<file path="config.mk">
export PLATFORM = sky130hd
export DESIGN_NAME = seq_frame_tx
export DESIGN_NICKNAME = d
export VERILOG_FILES = /design/src/rtl/seq_pkg.sv /design/src/rtl/seq_bit_tick.sv /design/src/rtl/seq_frame_tx.sv
export SDC_FILE = /design/constraint.sdc
export NUM_CORES = 1
export LEC_CHECK = 0
export CORE_MARGIN = 2
export CORE_UTILIZATION = 50
export CTS_CLUSTER_SIZE = 20
export DETAILED_ROUTE_END_ITERATION = 8
export PLACE_DENSITY = 0.72
export SYNTH_ARGS = -nofsm -noshare
export SYNTH_HDL_FRONTEND = slang
export SYNTH_SLANG_ARGS = --single-unit
</file>
<file path="constraint.sdc">
create_clock -name FPGAclk -period 3.9 [get_ports FPGAclk]
set_input_delay 0.39 -clock FPGAclk [delete_from_list [all_inputs] [get_ports FPGAclk]]
set_output_delay 0.39 -clock FPGAclk [all_outputs]
set_load 0.005 [all_outputs]
</file>
<file path="src/rtl/seq_pkg.sv">
// Shared types and constants for the sequence-detector link (transmit side).
// The preamble is transmitted starting from bit 0.
package seq_pkg;

   typedef enum logic [2:0] {
      ST_IDLE  = 3'd0,
      ST_PRE   = 3'd1,
      ST_DATA  = 3'd2,
      ST_PAR   = 3'd3,
      ST_GUARD = 3'd4
   } seq_tx_state_t;

   localparam logic [5:0] SEQ_PREAMBLE     = 6'b011110;
   localparam int         SEQ_PREAMBLE_LEN = 6;

   // Counter width able to index 0..n-1, never narrower than one bit.
   function automatic int seq_cnt_w(input int n);
      return (n > 1) ? $clog2(n) : 1;
   endfunction

endpackage

</file>
<file path="src/rtl/seq_bit_tick.sv">
// Bit-time divider: bit_tick_o marks the last clock of each serial bit time.
// tick_next_o predicts whether the following cycle will carry a tick.
module seq_bit_tick
   import seq_pkg::*;
#(
   parameter int BIT_DIV = 1
) (
   input  logic clk_i,
   input  logic rst_ni,
   input  logic clear_i,
   input  logic run_i,
   output logic bit_tick_o,
   output logic tick_next_o
);

   localparam int            CW   = seq_cnt_w(BIT_DIV);
   localparam logic [CW-1:0] LAST = CW'(BIT_DIV - 1);

   logic [CW-1:0] cnt_q, cnt_d;

   always_comb begin
      cnt_d = cnt_q;
      if (clear_i || !run_i) begin
         cnt_d = '0;
      end else if (cnt_q == LAST) begin
         cnt_d = '0;
      end else begin
         cnt_d = cnt_q + 1'b1;
      end
   end

   always_ff @(posedge clk_i or negedge rst_ni) begin
      if (!rst_ni) begin
         cnt_q <= '0;
      end else begin
         cnt_q <= cnt_d;
      end
   end

   assign bit_tick_o  = run_i && (cnt_q == LAST);
   assign tick_next_o = (cnt_d == LAST);

endmodule

</file>
<file path="src/rtl/seq_frame_tx.sv">
// Serial frame transmitter: idle-high line, preamble, fixed-length payload, guard.
// Define SEQ_TX_PARITY_EN to append an even-parity bit after the payload.
module seq_frame_tx
   import seq_pkg::*;
#(
   parameter int PAYLOAD_BITS = 1024,
   parameter int WORD_W       = 8,
   parameter int BIT_DIV      = 1,
   parameter int GUARD_BITS   = 2
) (
   input  logic              FPGAclk,
   input  logic              rst,
   input  logic              start,
   input  logic [WORD_W-1:0] word_data,
   input  logic              word_valid,
   output logic              word_ready,
   output logic              serOut,
   output logic              serOutEn,
   output logic              busy,
   output logic              frame_done,
   output logic              underrun
);

   localparam int WORDS = PAYLOAD_BITS / WORD_W;
   localparam int BCW   = $clog2(PAYLOAD_BITS + 1);
   localparam int WCW   = $clog2(WORDS + 1);
   localparam int IBW   = seq_cnt_w(WORD_W);
   localparam int GCW   = seq_cnt_w(GUARD_BITS);

   localparam logic [BCW-1:0] BIT_LAST = BCW'(PAYLOAD_BITS - 1);
   localparam logic [WCW-1:0] WORDS_C  = WCW'(WORDS);
   localparam logic [IBW-1:0] IB_LAST  = IBW'(WORD_W - 1);
   localparam logic [GCW-1:0] G_LAST   = GCW'(GUARD_BITS - 1);
   localparam logic [2:0]     PRE_LAST = 3'(SEQ_PREAMBLE_LEN - 1);

   seq_tx_state_t state_q, state_d;
   logic [2:0]        pre_idx_q, pre_idx_d;
   logic [BCW-1:0]    bit_cnt_q, bit_cnt_d;
   logic [WCW-1:0]    word_cnt_q, word_cnt_d;
   logic [IBW-1:0]    wbit_q, wbit_d;
   logic [GCW-1:0]    guard_q, guard_d;
   logic [WORD_W-1:0] shreg_q, shreg_d;
   logic [WORD_W-1:0] wbuf_q, wbuf_d;
   logic              wbuf_valid_q, wbuf_valid_d;
   logic              par_q, par_d;
   logic              ser_q, ser_d;
   logic              en_q, en_d;
   logic              ready_q, ready_d;
   logic              busy_q, busy_d;
   logic              done_q, done_d;
   logic              under_q, under_d;

   logic bit_tick, tick_next, clear, accept, load;

   seq_bit_tick #(.BIT_DIV(BIT_DIV)) u_tick (
      .clk_i       (FPGAclk),
      .rst_ni      (rst),
      .clear_i     (clear),
      .run_i       (state_q != ST_IDLE),
      .bit_tick_o  (bit_tick),
      .tick_next_o (tick_next)
   );

   always_comb begin
      state_d      = state_q;
      pre_idx_d    = pre_idx_q;
      bit_cnt_d    = bit_cnt_q;
      word_cnt_d   = word_cnt_q;
      wbit_d       = wbit_q;
      guard_d      = guard_q;
      shreg_d      = shreg_q;
      wbuf_d       = wbuf_q;
      wbuf_valid_d = wbuf_valid_q;
      par_d        = par_q;
      ser_d        = ser_q;
      en_d         = en_q;
      under_d      = under_q;
      clear        = 1'b0;
      load         = 1'b0;
      accept       = word_valid && ready_q;

      // ready is only raised while the buffer is empty, so a transfer never overwrites
      if (accept) begin
         word_cnt_d   = word_cnt_q + 1'b1;
         wbuf_d       = word_data;
         wbuf_valid_d = 1'b1;
      end

      case (state_q)
         ST_IDLE: begin
            ser_d = 1'b1;
            en_d  = 1'b0;
            if (start) begin
               state_d      = ST_PRE;
               pre_idx_d    = '0;
               ser_d        = SEQ_PREAMBLE[0];
               en_d         = 1'b1;
               under_d      = 1'b0;
               bit_cnt_d    = '0;
               word_cnt_d   = '0;
               wbit_d       = '0;
               guard_d      = '0;
               wbuf_valid_d = 1'b0;
               par_d        = 1'b0;
               clear        = 1'b1;
            end
         end
         ST_PRE: begin
            if (bit_tick) begin
               if (pre_idx_q == PRE_LAST) begin
                  state_d = ST_DATA;
                  load    = 1'b1;
               end else begin
                  pre_idx_d = pre_idx_q + 3'd1;
                  ser_d     = SEQ_PREAMBLE[pre_idx_d];
               end
            end
         end
         ST_DATA: begin
            if (bit_tick) begin
               par_d     = par_q ^ ser_q;
               bit_cnt_d = bit_cnt_q + 1'b1;
               if (bit_cnt_q == BIT_LAST) begin
`ifdef SEQ_TX_PARITY_EN
                  state_d = ST_PAR;
                  ser_d   = par_d;
                  en_d    = 1'b1;
`else
                  state_d = ST_GUARD;
                  ser_d   = 1'b1;
                  en_d    = 1'b0;
                  guard_d = '0;
`endif
               end else if (wbit_q == IB_LAST) begin
                  load = 1'b1;
               end else begin
                  shreg_d = shreg_q >> 1;
                  ser_d   = shreg_q[1];
                  wbit_d  = wbit_q + 1'b1;
               end
            end
         end
`ifdef SEQ_TX_PARITY_EN
         ST_PAR: begin
            if (bit_tick) begin
               state_d = ST_GUARD;
               ser_d   = 1'b1;
               en_d    = 1'b0;
               guard_d = '0;
            end
         end
`endif
         ST_GUARD: begin
            if (bit_tick) begin
               if (guard_q == G_LAST) begin
                  state_d = ST_IDLE;
               end else begin
                  guard_d = guard_q + 1'b1;
               end
            end
         end
         default: begin
            state_d = ST_IDLE;
            ser_d   = 1'b1;
            en_d    = 1'b0;
         end
      endcase

      // An empty buffer at load time costs the slot: zeros go out, the frame never stalls
      if (load) begin
         wbit_d = '0;
         if (wbuf_valid_q) begin
            shreg_d = wbuf_q;
         end else begin
            shreg_d = '0;
            under_d = 1'b1;
         end
         ser_d        = shreg_d[0];
         wbuf_valid_d = accept;
      end

      ready_d = ((state_d == ST_PRE) || (state_d == ST_DATA)) && !wbuf_valid_d
                && (word_cnt_d < WORDS_C);
      busy_d  = (state_d != ST_IDLE);
      done_d  = (state_d == ST_GUARD) && (guard_d == G_LAST) && tick_next;
   end

   always_ff @(posedge FPGAclk or negedge rst) begin
      if (!rst) begin
         state_q      <= ST_IDLE;
         pre_idx_q    <= '0;
         bit_cnt_q    <= '0;
         word_cnt_q   <= '0;
         wbit_q       <= '0;
         guard_q      <= '0;
         shreg_q      <= '0;
         wbuf_q       <= '0;
         wbuf_valid_q <= 1'b0;
         par_q        <= 1'b0;
         ser_q        <= 1'b1;
         en_q         <= 1'b0;
         ready_q      <= 1'b0;
         busy_q       <= 1'b0;
         done_q       <= 1'b0;
         under_q      <= 1'b0;
      end else begin
         state_q      <= state_d;
         pre_idx_q    <= pre_idx_d;
         bit_cnt_q    <= bit_cnt_d;
         word_cnt_q   <= word_cnt_d;
         wbit_q       <= wbit_d;
         guard_q      <= guard_d;
         shreg_q      <= shreg_d;
         wbuf_q       <= wbuf_d;
         wbuf_valid_q <= wbuf_valid_d;
         par_q        <= par_d;
         ser_q        <= ser_d;
         en_q         <= en_d;
         ready_q      <= ready_d;
         busy_q       <= busy_d;
         done_q       <= done_d;
         under_q      <= under_d;
      end
   end

   assign word_ready = ready_q;
   assign serOut     = ser_q;
   assign serOutEn   = en_q;
   assign busy       = busy_q;
   assign frame_done = done_q;
   assign underrun   = under_q;

endmodule

</file>
Word-level counts from Yosys, hierarchy flattened --
Memories as Yosys holds them, arrays and structs flattened. Index checks and enable logic that the tools add are counted. W data, S select, Z words.
Cells by class: reductions and logical operators 25, equality and inequality tests 24, order comparisons 2, bitwise gates (word level) 3, add/subtract/negate cells 6, mux-type cells 65
Operator list (count):
- $mux W8 | 9
- $mux W3 | 14
- $mux W1 | 32
- $mux W11 | 2
- $pmux W11 S2 | 1
- $ne A3 B3 Y1 const B | 6
- $ne A2 B2 Y1 const B | 8
- $eq A3 B3 Y1 const B | 4
- $pmux W3 S2 | 2
- $pmux W3 S4 | 1
- $add A11 B1 Y11 const B | 1
- $eq A11 B10 Y1 const B | 1
- $reduce_and A5 Y1 | 2
- $reduce_bool A3 Y1 | 3
- $add A8 B1 Y8 const B | 1
- $lt A8 B8 Y1 const B | 1
- $reduce_and A4 Y1 | 2
- $reduce_bool A2 Y1 | 4
- $add A3 B1 Y3 const B | 2
- $eq A3 B1 Y1 const B | 2
- $eq A3 B2 Y1 const B | 2
- $logic_and A1 B1 Y1 | 6
- $pmux W1 S3 | 2
- $reduce_and A3 Y1 | 2
- 10 further kinds | 15
Storage, ports and cells: register bits after elaboration 53, input port bits 12, memories 1, logic and storage cells 142, memory bits (read-only) 8
Memories:
- (no name shown) | depth 8, bits a word 1, rd ports 1, clocked after Yosys merged registers in 0, wr ports 0, RTL line seq_frame_tx.sv:115 | ser_d = SEQ_PREAMBLE[pre_idx_d];

Longest topological paths before layout --
Gate-level depths: netlist (run 1).
word-level depth 9, gate-level depth with buffers 9

By module --
A second synthesis (run 1) with hierarchy kept.
Second synthesis, totals: cells, all modules 234, area, all modules 2521.2 µm²
Modules (own cells, without submodules):
- seq_frame_tx | area each 2502.4 µm², cells each 231, times used 1
- seq_bit_tick | area each 18.8 µm², cells each 3, times used 1

Worst setup path after synthesis (run 1) --
Ideal clock, no wire load.
path kind register to register, start register state_q[2], end register bit_cnt_q[10], required time 3.821 ns, arrival time 1.955 ns, clock period less this slack 2.033 ns, stages on the path, launching flop included 8, slack 1.867 ns, library setup time 0.079 ns, cells stage by stage dfrtp_1 -> or3b_1 -> inv_1 -> ha_1 -> o41a_1 -> nand4_1 -> or3_1 -> a21oi_1
Between the ends: longest elaborated chain between the ends 4, elaborated cells between the ends (all ways) 9, classes of those cells 3 x eq/ne; 1 x mux; 5 x reduce/logical
Ends and longest elaborated chain:
- from (decl) | RTL line seq_frame_tx.sv:36 | seq_tx_state_t state_q, state_d;
- from (signal assigned) | RTL line seq_frame_tx.sv:207 | state_q <= state_d;
- $reduce_bool A3 Y1 | RTL line seq_frame_tx.sv:59 | .run_i (state_q != ST_IDLE),
- $logic_and A1 B1 Y1 | RTL line seq_bit_tick.sv:40 | assign bit_tick_o = run_i && (cnt_q == LAST);
- $ne A2 B2 Y1 (no source line)
- $reduce_and A3 Y1 (no source line)
- to (signal assigned) | RTL line seq_frame_tx.sv:209 | bit_cnt_q <= bit_cnt_d;
- to (decl) | RTL line seq_frame_tx.sv:38 | logic [BCW-1:0] bit_cnt_q, bit_cnt_d;
Several ways; a longest one is shown, not always the timed one. A chain may end at the register's enable or synchronous reset.

Worst setup path after layout (run 1) --
start register state_q[1], end register bit_cnt_q[10]
Same word-level chain as after synthesis.

==> summary.md, run 1 <==
| Metric | Value |
|---|---|
| Fillers | 440 |
| Skew-Pair Late Insertion Delay | roughly 310 ps |
| Arr. time, crit path | roughly 2600 ps |
| Antenna-violating nets left | 0 |
| Adder-cell share of the synthesized area | 3.96% |
| Cells after Synth | 270 |
| Synth Net Count | 290 |
| Setup Fix Bufs, Post-CTS | 0 |
| Final hold vios | 0 |
| Die footprint | 5640 um^2 |
| Post-synthesis compound-gate area fraction | between 10% and 20% |
| Synth top area share | roughly 50% |
| Slew Limit Fails | 0 |
| VDD IR max | approximately 0.23 mV |
| CTS resizes | 0 |
| Tcrit/Tclk final | between 60% and 70% |
| Setup violators final | 0 |
| Share of cells above drive strength 1 | under 10% |
| Number of buffers created by CTS | 5 |
| Synth unique cells | 45 |
| Gr ovfl total | 0 |
| Initial antenna violation count | 0 |
| Power per Cell Area | 387 nW/um^2 |
| Critical-path cell list | or3b_1, inv_1, ha_1, o41a_1, nand4_1, or3_1, a21oi_1 |
| Remaining DRCs | 0 |
| Cell taking the most area after synthesis | dfrtp_1 |
| Root buffer selected by CTS | clkbuf_8 |
| # Max-Cap Violations | 0 |
| Seq/Total Area, Yosys | between 50 and 60% |
| Post-DP HPWL | just over 3 mm |
| Clk sinks | 51 |
| Clk slew on worst S/H paths | 90 ps |
| Number of diodes | 0 |
| Worst Tran Pin Value | 634 ps |
| Total GRT Usage | between 10% and 20% |
| FF+latch area | 1280 um^2 |
| Pleak | around 1.3 nW |
| Warning count from the yosys run | 0 |
| Critical path type | reg2reg |
| Main combinational cell family by area after synthesis | simple AND/OR/NAND/NOR gates |
| Yosys reg bits | 51 |
| Largest net degree at the start of global routing | 52 |
| Number of enable flip-flop cells after synthesis | 0 |
| Post-Syn Area per Cell | around 9.4 um^2 |
| Fmax | around 420 MHz |
| Die extent in x | around 75 um |
| Count leader, synth | dfrtp_1 |
| Clock skew | ~11 ps |
| Crit. End Element | register |
| Setup crit start kind | register |
| Final Net Count | just over 300 |
| Port bufs | 17 |
| Normalized max-slew margin | 57.6% |
| Mean routed wirelength per cell | 12.8 um |
| Vias per cell | roughly 5.4 |
| Top Ports | 18 |
| Post-Synth XOR/XNOR Area | under 10% |
| DR pass1 iterations | 4 |
| Status | complete, no violations |
| Total number of vias | between 1500 and 2000 |
| Initial DRC count | between 80 and 90 |
| Die height | 75.1 um |
| Wirelength, routed | around 4.5 mm |
| Crit Path Max Fanout | 14 |
| Ys async rst share | 100% |
| Htree depth | 2 |
| Multiplexer area fraction after synthesis | 0.842% |
| Area grow syn2layout | 11.2% |
| Post-synth top flop | dfrtp_1 |
| Post-synth top cells | dfrtp_1, nand2_1, nor2_1, a21oi_1, o21ai_0 |
| Final Critical Period | 2390 ps |
| Row count | 25 |
| Hold_buf cts | 0 |
| RSZ-0062 raised after global routing | no |
| Worst path slowest cell | dfrtp_1 |
| Total core area | between 4000 and 5000 um^2 |
| Post-Synthesis Cell Area | 2530 um^2 |
| First-pass GRT wire length | 8.22 mm |
| Top cells by area, synth | dfrtp_1, nand2_1, nor2_1 |
| Starting Density | 52.8% |
| Setup TNS | 0 ps |
| Simple-Gate Fraction of Synth Area | about 23% |
| GPL Wtd Cong | 0.822 |
| CTS tree | yes |
| Worst Path Required | 4130 ps |
| Vias in the first global route | ~1800 |
| Hold Path Class | in2async |
| Clock Path Buffers | 2 |
| Min Hold Slack | approximately 180 ps |
| Max stage delay on crit path | 600 ps |
| Multi-input gate area | around 1200 um^2 |
[logic make-up (layout without fill, tap and decap cells)]
family | Yosys count | in the layout
DFF | 51 | 51
AOI/OAI and AO/OA | 56 | 56
and+or+nand+nor | 122 | 122
xor gates and xnor gates | 12 | 12
buffers and inverters | 19 | 34
muxes | 2 | 2
adders and majority gates | 8 | 8
[worst max-delay path, delay by kind of cell, from the launching register on]
| family | cells | cell delay (ps) |
|---|---|---|
| fa+ha+maj | 1 | 180 |
| buf+inv | 1 | 170 |
| flops | 1 | 600 |
| compound gates | 2 | 350 |
| simple gates | 3 | 1010 |
[cell type report]
type | count | area share [%]
Sequential cell | 51 | 45.5
Inverter | 8 | 1.07
Multi-Input combinational cell | 200 | 41.3
Clock inverter | 2 | 0.445
Clock buffer | 6 | 2.58
Timing Repair Buffer | 18 | 6.14
Tap cell | 67 | 2.98
[report_power, final]
| group | switching [W] | internal, W | total (W) |
|---|---|---|---|
| sequential | 0.0000523 | 0.000596 | 0.000648 |
| clock | 0.000172 | 0.000126 | 0.000298 |
| combinational | 0.0000700 | 0.0000721 | 0.000142 |
[state kept, by name (all words and copies together) (netlist names)]
signal and count:
word_cnt_q 8, serOut 1, serOutEn 1, wbit_q 3, busy 1, underrun 1
wbuf_q 8, frame_done 1, shreg_q 7, state_q 3, bit_cnt_q 11, wbuf_valid_q 1
guard_q 1, pre_idx_q 3, word_ready 1
[placed cells by master (no fill, tap or decap), drive strengths merged, types with 2 or more instances in the layout]
| cell type | n |
|---|---|
| a21oi | 19 |
| nor2 | 30 |
| a21o | 3 |
| nor2b | 2 |
| buf | 2 |
| nand4 | 6 |
| a31oi | 8 |
| nor3 | 4 |
| clkdlybuf4s50 | 16 |
| nand2 | 45 |
| xnor2 | 3 |
| o21ai | 16 |
| nand3 | 9 |
| nand2b | 9 |
| inv | 8 |
| or3 | 3 |
| xor2 | 9 |
| a22o | 2 |
| nor3b | 2 |
| ha | 8 |
| clkbuf | 6 |
| or2 | 2 |
| dfrtp | 50 |
| and3 | 2 |
| and2 | 2 |
[routing by layer]
metal / up-vias / part of all wire, % / track usage, %
li1: 958 / - / -
met4: 0 / 1.9 / 8.33
met5: - / 0 / 0
met3: 8 / 2.5 / 3.61
met1: 902 / 48 / 24.0
met2: 27 / 47 / 31.5
[path summary, 6_finish.rpt]
path,endpoint,start,slack [ps],cells past startpoint
max reg2reg,bit_cnt_q[10]$_DFFE_PN0P_,state_q[1]$_DFF_PN0_,1510,7
min,bit_cnt_q[2]$_DFFE_PN0P_,rst,180,2
min in group FPGAclk,wbuf_q[7]$_DFFE_PN0P_,wbuf_q[7]$_DFFE_PN0P_,480,2
min reg2reg,wbuf_q[7]$_DFFE_PN0P_,wbuf_q[7]$_DFFE_PN0P_,480,2
max in group asynchronous,wbit_q[0]$_DFFE_PN0P_,rst,3300,2
max,bit_cnt_q[10]$_DFFE_PN0P_,state_q[1]$_DFF_PN0_,1510,7
[metrics by stage]
step / cell area (um^2) / cells / utilization, % / setup slack (ps) / power, W
finish: 2810 / 352 / 58.7 / 1510 / 0.00109
CTS: 2810 / 352 / 58.7 / 1490 / 0.00110
detailed placement: 2730 / 344 / 56.9 / 1530 / 0.000803
floorplan: 2530 / 270 / - / 1870 / 0.000745
global placement: 2730 / 344 / 56.9 / 1610 / 0.000796
global route: 2810 / 352 / 58.7 / 1280 / 0.00116
Note: power is estimated with default switching activity, not from simulation.
==> run 2: changes to the inputs <==
PLACE_DENSITY = 0.74   (was 0.72)
clock period = 1.95 ns   (was 3.9 ns; I/O delays follow)
==> summary.md, run 2 (synthesis results as in run 1) <==
| Metric | Value |
|---|---|
| Antenna-violating nets left | 0 (unchanged) |
| Htree depth | 2 (unchanged) |
| Max stage delay on crit path | 430 ps (-170 ps) |
| Biggest regs | bit_cnt_q (11), wbuf_q (8), word_cnt_q (8) |
| Post-DP HPWL | 3.55 mm (+15%) |
| Final Net Count | 326 (+7.2%) |
| Final hold vios | 0 (unchanged) |
| Power per Cell Area | 717 nW/um^2 (+85%) |
| Die extent in x | 75.1 um (unchanged) |
| Multi-input gate area | 1230 um^2 (+6.4%) |
| Total number of vias | 1988 (+4.9%) |
| Cell area after layout | 3060 um^2 (+8.8%) |
| # Max-Cap Violations | 0 (unchanged) |
| Initial antenna violation count | 0 (unchanged) |
| Cell depth of the worst flop-to-flop path | 7 (unchanged) |
| Clock Path Buffers | 2 (unchanged) |
| Clk sinks | 51 (unchanged) |
| Slew Limit Fails | 0 (unchanged) |
| VDD IR max | 0.607 mV (+170%) |
| Placed Area | 2880 um^2 (+5.6%) |
| Fillers | 414 (-5.9%) |
| Die height | 75.1 um (unchanged) |
| Wirelength, routed | 4.95 mm (+10%) |
| Fmax | 506 MHz (+21%) |
| Critical path type | reg2reg |
| Worst Tran Pin Value | 415 ps (-220 ps) |
| Vias per cell | 5.32 (-1.3%) |
| Worst path slowest cell | or3b_4 |
| RSZ-0062 raised after global routing | yes |
| Final worst slack | -27.1 ps (-1530 ps) |
| Tcrit/Tclk final | 101% (+40 points) |
| R2R Setup Slk | -30 ps (-1530 ps) |
| Port bufs | 17 (unchanged) |
| Die footprint | 5640 um^2 (unchanged) |
| DR pass1 iterations | 4 (unchanged) |
| R2R Path End | bit_cnt_q[10]$_DFFE_PN0P_ |
| Pleak | 1.38 nW (+8.8%) |
| Total GRT Usage | 20.0% (+1.1 points) |
| Failing checks | negative setup slack |
| Setup TNS | -27.1 ps (-27.1 ps) |
| Clock skew | 8.99 ps (-1.74 ps) |
| Number of diodes | 0 (unchanged) |
| Placed cells | 364 (+5.8%) |
| Worst Path Buf+Inv | 1 (unchanged) |
| Starting Density | 52.8% (unchanged) |
| FF+latch area | 1280 um^2 (unchanged) |
| Gr ovfl total | 0 (unchanged) |
| Skew-Pair Late Insertion Delay | 300 ps (about the same) |
| Setup crit start kind | register |
| CTS tree | yes |
| Number of buffers created by CTS | 5 (unchanged) |
| Row count | 25 (unchanged) |
| FF-to-FF Start | state_q[0]$_DFF_PN0_ |
| Arr. time, crit path | 2210 ps (-420 ps) |
| Area grow syn2layout | 21.0% |
| Top Ports | 18 (unchanged) |
| Non-filler cells, final | 374 (+6.3%) |
| Place WS | -25.8 ps (-1550 ps) |
| Status | finished with violations |
| Most common cell after layout, fill and taps aside | dfrtp_1 |
| Remaining DRCs | 0 (unchanged) |
| Setup violators final | 1 (+1) |
| First-pass GRT wire length | 8.65 mm (+5.3%) |
| Crit Path Max Fanout | 4 (-10) |
| Vias in the first global route | 1986 (+7.9%) |
| Initial DRC count | 114 (+30%) |
| Share of cells above drive strength 1 | 15.6% (+10 points) |
| Crit. End Element | register |
| Critical-path cell list | or3b_4, inv_4, ha_4, o41a_1, nand4_1, or3_1, a21oi_2 |
| Root buffer selected by CTS | clkbuf_8 |
| Worst Path Required | 2190 ps (-1940 ps) |
| Commonest non-fill, non-tap cells in the layout | dfrtp_1, nand2_1, nor2_1, buf_4, a21oi_1 |
| GPL Wtd Cong | 0.794 (-3.3%) |
| Clk slew on worst S/H paths | 90 ps (about the same) |
| Worst path top cell family by delay | simple AND/OR/NAND/NOR gates |
| Final Critical Period | 1980 ps (-416 ps) |
| Most flop-heavy register | bit_cnt_q |
| Total core area | 4790 um^2 (unchanged) |
| Mean routed wirelength per cell | 13.2 um (+3.6%) |
| Largest net degree at the start of global routing | 24 (-54%) |
| Normalized max-slew margin | 72.4% (+15 points) |
| Hold Path Class | in2async |
| Max reg flops | 11 (unchanged) |
## run 2: cell count changes in the layout (fill, tap and decap cells not counted), sizes merged
cell,change
buf,+21
dlygate4sd3,+1
## run 2: area by class of cell
cell class	instances	area share, %
Clock inverter	2	0.409
Tap cell	67	2.74
Timing Repair Buffer	40	11.3
Clock buffer	6	2.37
Inverter	8	1.06
Sequential cell	51	41.8
Multi-Input combinational cell	200	40.4
## run 2: worst max-delay path by stage
stage,startpoint,end,slack (ps),cells past startpoint
final,state_q[0]$_DFF_PN0_,bit_cnt_q[10]$_DFFE_PN0P_,-30,7
after global routing,state_q[2]$_DFF_PN0_,bit_cnt_q[10]$_DFFE_PN0P_,-190,7
after global placement,state_q[2]$_DFF_PN0_,bit_cnt_q[10]$_DFFE_PN0P_,60,7
after detailed placement,state_q[2]$_DFF_PN0_,bit_cnt_q[10]$_DFFE_PN0P_,-30,7
after CTS,state_q[0]$_DFF_PN0_,bit_cnt_q[10]$_DFFE_PN0P_,-30,7
after floorplan,state_q[2]$_DFF_PN0_,bit_cnt_q[10]$_DFFE_PN0P_,2,7
## run 2: metrics by stage
stage | hold slack, ps | total power (W) | util [%]
global route | 353 | 0.00233 | 63.9
finish | 314 | 0.00219 | 63.9
CTS | 327 | 0.00221 | 62.8
detailed placement | 121 | 0.00162 | 60.1
floorplan | -101 | 0.00149 | -
global placement | 120 | 0.00160 | 60.1
## run 2: timing repair
action | CTS | global route
setup endpoints to repair | 2 | 21
hold buffers | 1 | 0
buffers inserted | 1 | 0
hold endpoints to repair | 13 | 0
resized for setup | 3 | 13
pin swaps | 3 | 2
## run 2: worst register-to-register path, cell delays in order, from the launching register on
cell and delay, ps:
dfrtp_1 400, or3b_4 430, inv_4 80, ha_4 130, o41a_1 220, nand4_1 180
or3_1 360, a21oi_2 120
## run 2: metal layers
layer / vias to the layer above / track usage, % / share of wire, %
met2: 33 / 33.6 / 48
met5: - / 0 / 0
met3: 4 / 3.75 / 2.9
met4: 0 / 6.94 / 0.97
met1: 951 / 26.0 / 48
li1: 1000 / - / -
## run 2: power breakdown
group,switching (W),internal [W]
Combinational,0.000144,0.000153
Clock,0.000344,0.000252
Sequential,0.000107,0.00119
